==> config.mk <==
export PLATFORM = sky130hd
export DESIGN_NAME = dmem_responder
export DESIGN_NICKNAME = d
export VERILOG_FILES = /design/src/rtl/dmem_responder.sv
export SDC_FILE = /design/constraint.sdc
export NUM_CORES = 2
export LEC_CHECK = 0
export CORE_MARGIN = 3
export CORE_UTILIZATION = 25
export DETAILED_ROUTE_END_ITERATION = 7
export PLACE_DENSITY = 0.42
export RECOVER_POWER = 100
export SYNTH_ARGS = -nofsm -noshare
export SYNTH_HDL_FRONTEND = slang
export SYNTH_SLANG_ARGS = --single-unit
==> constraint.sdc <==
create_clock -name clk -period 4.9 [get_ports clk]
set_input_delay 0.98 -clock clk [delete_from_list [all_inputs] [get_ports clk]]
set_output_delay 0.98 -clock clk [all_outputs]
set_load 0.02 [all_outputs]
==> src/rtl/dmem_responder.sv <==
// dmem_responder
// Word-organised data memory for the core's load/store port. Every request
// completes after WAIT_STATES wait cycles. Misaligned or out-of-range
// accesses complete with addr_fault and leave memory untouched.
//
// Ports
//   clk          rising-edge clock
//   reset        asynchronous, active-low reset
//   req          request valid (sampled in IDLE or RESP)
//   write_enable 1 = store, 0 = load (captured with req)
//   address      byte address (captured with req)
//   write_data   store data (captured with req)
//   read_data    load result, held between loads
//   ready        one-cycle completion pulse
//   busy         high while a request is in WAIT or RESP
//   addr_fault   pulses with ready when the completing request faulted
//   fault_count  saturating count of faulted requests
module dmem_responder #(
  parameter int DEPTH_WORDS = 64,
  parameter int WAIT_STATES = 2
) (
  input  logic        clk,
  input  logic        reset,
  input  logic        req,
  input  logic        write_enable,
  input  logic [31:0] address,
  input  logic [31:0] write_data,
  output logic [31:0] read_data,
  output logic        ready,
  output logic        busy,
  output logic        addr_fault,
  output logic [7:0]  fault_count
);

  localparam int          IDX_W     = (DEPTH_WORDS > 1) ? $clog2(DEPTH_WORDS) : 1;
  localparam logic [29:0] DEPTH_L   = 30'(DEPTH_WORDS);
  localparam logic [3:0]  WAIT_LOAD = (WAIT_STATES > 0) ? 4'(WAIT_STATES - 1) : 4'd0;

  typedef enum logic [1:0] {S_IDLE, S_WAIT, S_RESP} state_t;

  state_t      state_q, state_d;
  logic [3:0]  cnt_q, cnt_d;
  logic        we_q, we_d;
  logic [31:0] addr_q, addr_d;
  logic [31:0] wdata_q, wdata_d;
  logic [31:0] read_data_q, read_data_d;
  logic        ready_q, ready_d;
  logic        busy_q, busy_d;
  logic        addr_fault_q, addr_fault_d;
  logic [7:0]  fault_count_q, fault_count_d;

  logic             enter_resp;
  logic             eff_we;
  logic [31:0]      eff_addr;
  logic [31:0]      eff_wdata;
  logic             fault;
  logic [IDX_W-1:0] idx;
  logic             mem_we;

  logic [31:0] mem [DEPTH_WORDS];

  function automatic logic [7:0] sat_inc8(input logic [7:0] v);
    return (v == 8'hFF) ? v : v + 8'd1;
  endfunction

  always_comb begin
    state_d = state_q;
    cnt_d   = cnt_q;
    we_d    = we_q;
    addr_d  = addr_q;
    wdata_d = wdata_q;
    case (state_q)
      S_IDLE, S_RESP: begin
        if (req) begin
          we_d    = write_enable;
          addr_d  = address;
          wdata_d = write_data;
          if (WAIT_STATES > 0) begin
            cnt_d   = WAIT_LOAD;
            state_d = S_WAIT;
          end else begin
            state_d = S_RESP;
          end
        end else begin
          state_d = S_IDLE;
        end
      end
      S_WAIT: begin
        if (cnt_q == 4'd0) state_d = S_RESP;
        else               cnt_d   = cnt_q - 4'd1;
      end
      default: state_d = S_IDLE;
    endcase
  end

  // RESP always lasts one cycle, so any transition into RESP is a completion.
  // Coming from WAIT the latched request completes; otherwise (zero wait
  // states) the request being accepted at this very edge completes.
  always_comb begin
    enter_resp = (state_d == S_RESP);
    eff_we     = (state_q == S_WAIT) ? we_q    : write_enable;
    eff_addr   = (state_q == S_WAIT) ? addr_q  : address;
    eff_wdata  = (state_q == S_WAIT) ? wdata_q : write_data;
    fault      = (eff_addr[1:0] != 2'b00) || (eff_addr[31:2] >= DEPTH_L);
    idx        = eff_addr[IDX_W+1:2];
    mem_we     = enter_resp && eff_we && !fault && reset;
  end

  always_comb begin
    read_data_d   = read_data_q;
    ready_d       = enter_resp;
    busy_d        = (state_d != S_IDLE);
    addr_fault_d  = enter_resp && fault;
    fault_count_d = fault_count_q;
    if (enter_resp) begin
      if (fault) begin
        read_data_d   = 32'd0;
        fault_count_d = sat_inc8(fault_count_q);
      end else if (!eff_we) begin
        read_data_d = mem[idx];
      end
    end
  end

  always_ff @(posedge clk or negedge reset) begin
    if (!reset) begin
      state_q       <= S_IDLE;
      cnt_q         <= 4'd0;
      read_data_q   <= 32'd0;
      ready_q       <= 1'b0;
      busy_q        <= 1'b0;
      addr_fault_q  <= 1'b0;
      fault_count_q <= 8'd0;
    end else begin
      state_q       <= state_d;
      cnt_q         <= cnt_d;
      read_data_q   <= read_data_d;
      ready_q       <= ready_d;
      busy_q        <= busy_d;
      addr_fault_q  <= addr_fault_d;
      fault_count_q <= fault_count_d;
    end
  end

  // Captured request fields only matter while a request is in flight.
  always_ff @(posedge clk) begin
    we_q    <= we_d;
    addr_q  <= addr_d;
    wdata_q <= wdata_d;
  end

  // Storage is deliberately not reset.
  always_ff @(posedge clk) begin
    if (mem_we) mem[idx] <= eff_wdata;
  end

  assign read_data   = read_data_q;
  assign ready       = ready_q;
  assign busy        = busy_q;
  assign addr_fault  = addr_fault_q;
  assign fault_count = fault_count_q;

endmodule

==> metrics.txt <==
Sink Count=2,162; Resized Gates After CTS=0; Mapped Avg Cell Area=15.98 sq um; pre-CTS setup slack=-0.2713 ns; core area=322,200 sq um; DP HPWL=212,200 um; grt ovf=0; status=finished, violations left; Hold Path Sink=fault_count[6]; Reg2Reg Setup Slack=0.27 ns; Clk pin slew, worst setup/hold paths=0.06 ns; Vias/cell=5.116; share of layout cells above drive strength 1=14.71%; DRT Pass-1 Iters=6; flops & latches, synth=2,162; Worst Path Max Fanout=32; CTS Buf Count=242; Worst EP arrival=5.49 ns; count leader, synth=edfxtp_1; Setup violations, final=0; fin crit period=4.633 ns; largest area contributor in the synthesized netlist=edfxtp_1; Root Buffer=clkbuf_16; hold wc startpoint=fault_count[6]; GRT Total Usage=19.87%; Initial Util=25.19%; cells taking the most area after synthesis=edfxtp_1, o22ai_1, nand2_1; Synth Cell Area=81,160 sq um; Ys Warns=0; number of I/O port buffers=110; die height=575.8 um; Die Area=331,500 sq um; Fmax=215.8 MHz; Fillers=32.14k; Die W=575.8 um; final antenna-violating net count=0; routed len/inst=33.56 um; Final Util=30.57%; CP top delay family=buffers and inverters; Crit. Startpoint=address[2]; Max-Cap Viols=25; R2R cell count=10; Startpoint Class=primary input; synth cell count leaders=edfxtp_1, nand2_1, o22ai_1; Cell variety after synth=70; Layout area overhead=21.36%; clock tree from TritonCTS=done; Max Slew Vio Count=1,126; critical path's slowest cell=clkdlybuf4s50_1; final hold violations=0; Yosys top cell area share=78.18%; synthesized instance count=5,080; Leakage=31.86 nW; row count=208; Setup crit end kind=register; drt total wl=340,000 um; Largest stage delay, worst path=0.59 ns; # IOs=111; Worst Skew=0.08754 ns; sequence of cells on the critical path=clkdlybuf4s50_1, clkbuf_1, a21oi_1, buf_12, nand2_8, buf_12, o22ai_1, nor4_1, clkbuf_1, o22ai_1, nor4_1, a22o_1; initial antenna violation count=39; Peak VDD IR=0.5046 mV; power density over the cells=596.1 nW/um^2; count of flip-flops with a built-in enable after synthesis=2,113; HP Class=reg -> reg; CP Class=in -> reg; Reg2Reg Capture Point=read_data[4]; # DRC=0; hold path depth=1; period utilisation layout=94.55%; Vias=51.84k; Worst Path Buf+Inv=5; Critical Path RT=5.75 ns; vias in the first global route=49.74k; asr flop ratio synth=2.266%; # H-tree levels=4; Seq/Total Area, Yosys=79.69%; RR Startpoint=state_q[1]; Worst Max-Slew Pin Slew=2.648 ns; worst hold slack=0.4943 ns; RSZ-0062 raised after global routing=false; failing checks=capacitance limit, slew limit; global-route wire length before repair=454,100 um; total power=58.71 mW; clk buf depth=4; final worst slack=0.2669 ns; routability cong.=0.8484; clk_lat worst skew=0.91 ns; DR iter-0 viols=6,618; top_reg_cell synth=edfxtp_1; largest net degree at the start of global routing=65; nets@finish=5,688; Slew Limit Headroom=-76.56%; Mapped Nets=5,151
[power by group]
group	switching, mW	internal (mW)
Clock	7.49	9.85
Combinational	13.3	4.28
Sequential	0.0877	23.7
[area by class of cell]
type,count,area (sq um),area share [%]
Inverter,8,31.28,0.03176
Tap cell,4305,5386,5.469
Multi-Input combinational cell,2602,15220,15.46
Antenna cell,13,32.53,0.03303
Sequential cell,2162,64680,65.67
Clock buffer,319,6415,6.513
Clock inverter,122,1006,1.021
Timing Repair Buffer,601,5723,5.810
[layer usage]
metal	wire, um	GRT usage, %	vias up
li1	-	-	21350
met1	143700	27.15	27730
met2	158900	32.19	2244
met3	24560	3.394	505
met4	12770	6.189	12
met5	63	0	-
[state kept, by name, summed over array words and instances (netlist names)]
register and cells:
read_data 32, addr_fault 1, state_q 2, busy 1, cnt_q 4, wdata_q 32, we_q 1, fault_count 8
ready 1, addr_q 32, mem 2048
[repair_timing]
item,CTS,global route
hold buffers,1,0
endpoints found under the setup margin,0,0
setup buffers,0,0
endpoints found under the hold margin,16,0
[cell usage in the layout, fill, tap and decap left out, types with 85 or more instances in the layout]
| cell | Yosys | layout |
|---|---|---|
| clkbuf_16 | 0 | 242 |
| a31oi_1 | 85 | 85 |
| o22ai_1 | 447 | 447 |
| a21oi_1 | 142 | 142 |
| nand2_1 | 734 | 724 |
| nor2_1 | 224 | 194 |
| buf_12 | 0 | 100 |
| mux2i_1 | 119 | 119 |
| nand3_1 | 177 | 177 |
| buf_4 | 35 | 273 |
| clkbuf_1 | 74 | 108 |
| edfxtp_1 | 2113 | 2113 |
| nor3_1 | 90 | 90 |
| dlygate4sd3_1 | 0 | 108 |
[cells by family after synthesis]
| kind of cell | share of synthesized area [%] |
|---|---|
| flip-flops | 79.69 |
| adder cells (fa/ha/maj) | 0.04625 |
| AO/OA/AOI/OAI | 8.865 |
| AND/OR/NAND/NOR | 7.559 |
| buffers and inverters | 1.983 |
| multiplexers | 1.759 |
| XOR/XNOR | 0.09713 |
[worst max path at each step]
stage / end / depth (start not counted)
after floorplan: mem[36][0] / 7
after global placement: read_data[4] / 9
after detailed placement: read_data[4] / 9
after CTS: read_data[4] / 11
after global routing: mem[32][7] / 10
final: read_data[11] / 12
[per-stage QoR]
stage          TNS (ns)  cells  area (sq um)
2_1_floorplan         0   5080         81160
3_3_place_gp    -0.6329   9676         91930
3_5_place_dp    -0.7174   9677         91950
4_1_cts               0  10120         99380
5_1_grt               0  10130         98480
6_report              0  10130         98490
(Power assumes the default switching activity.)
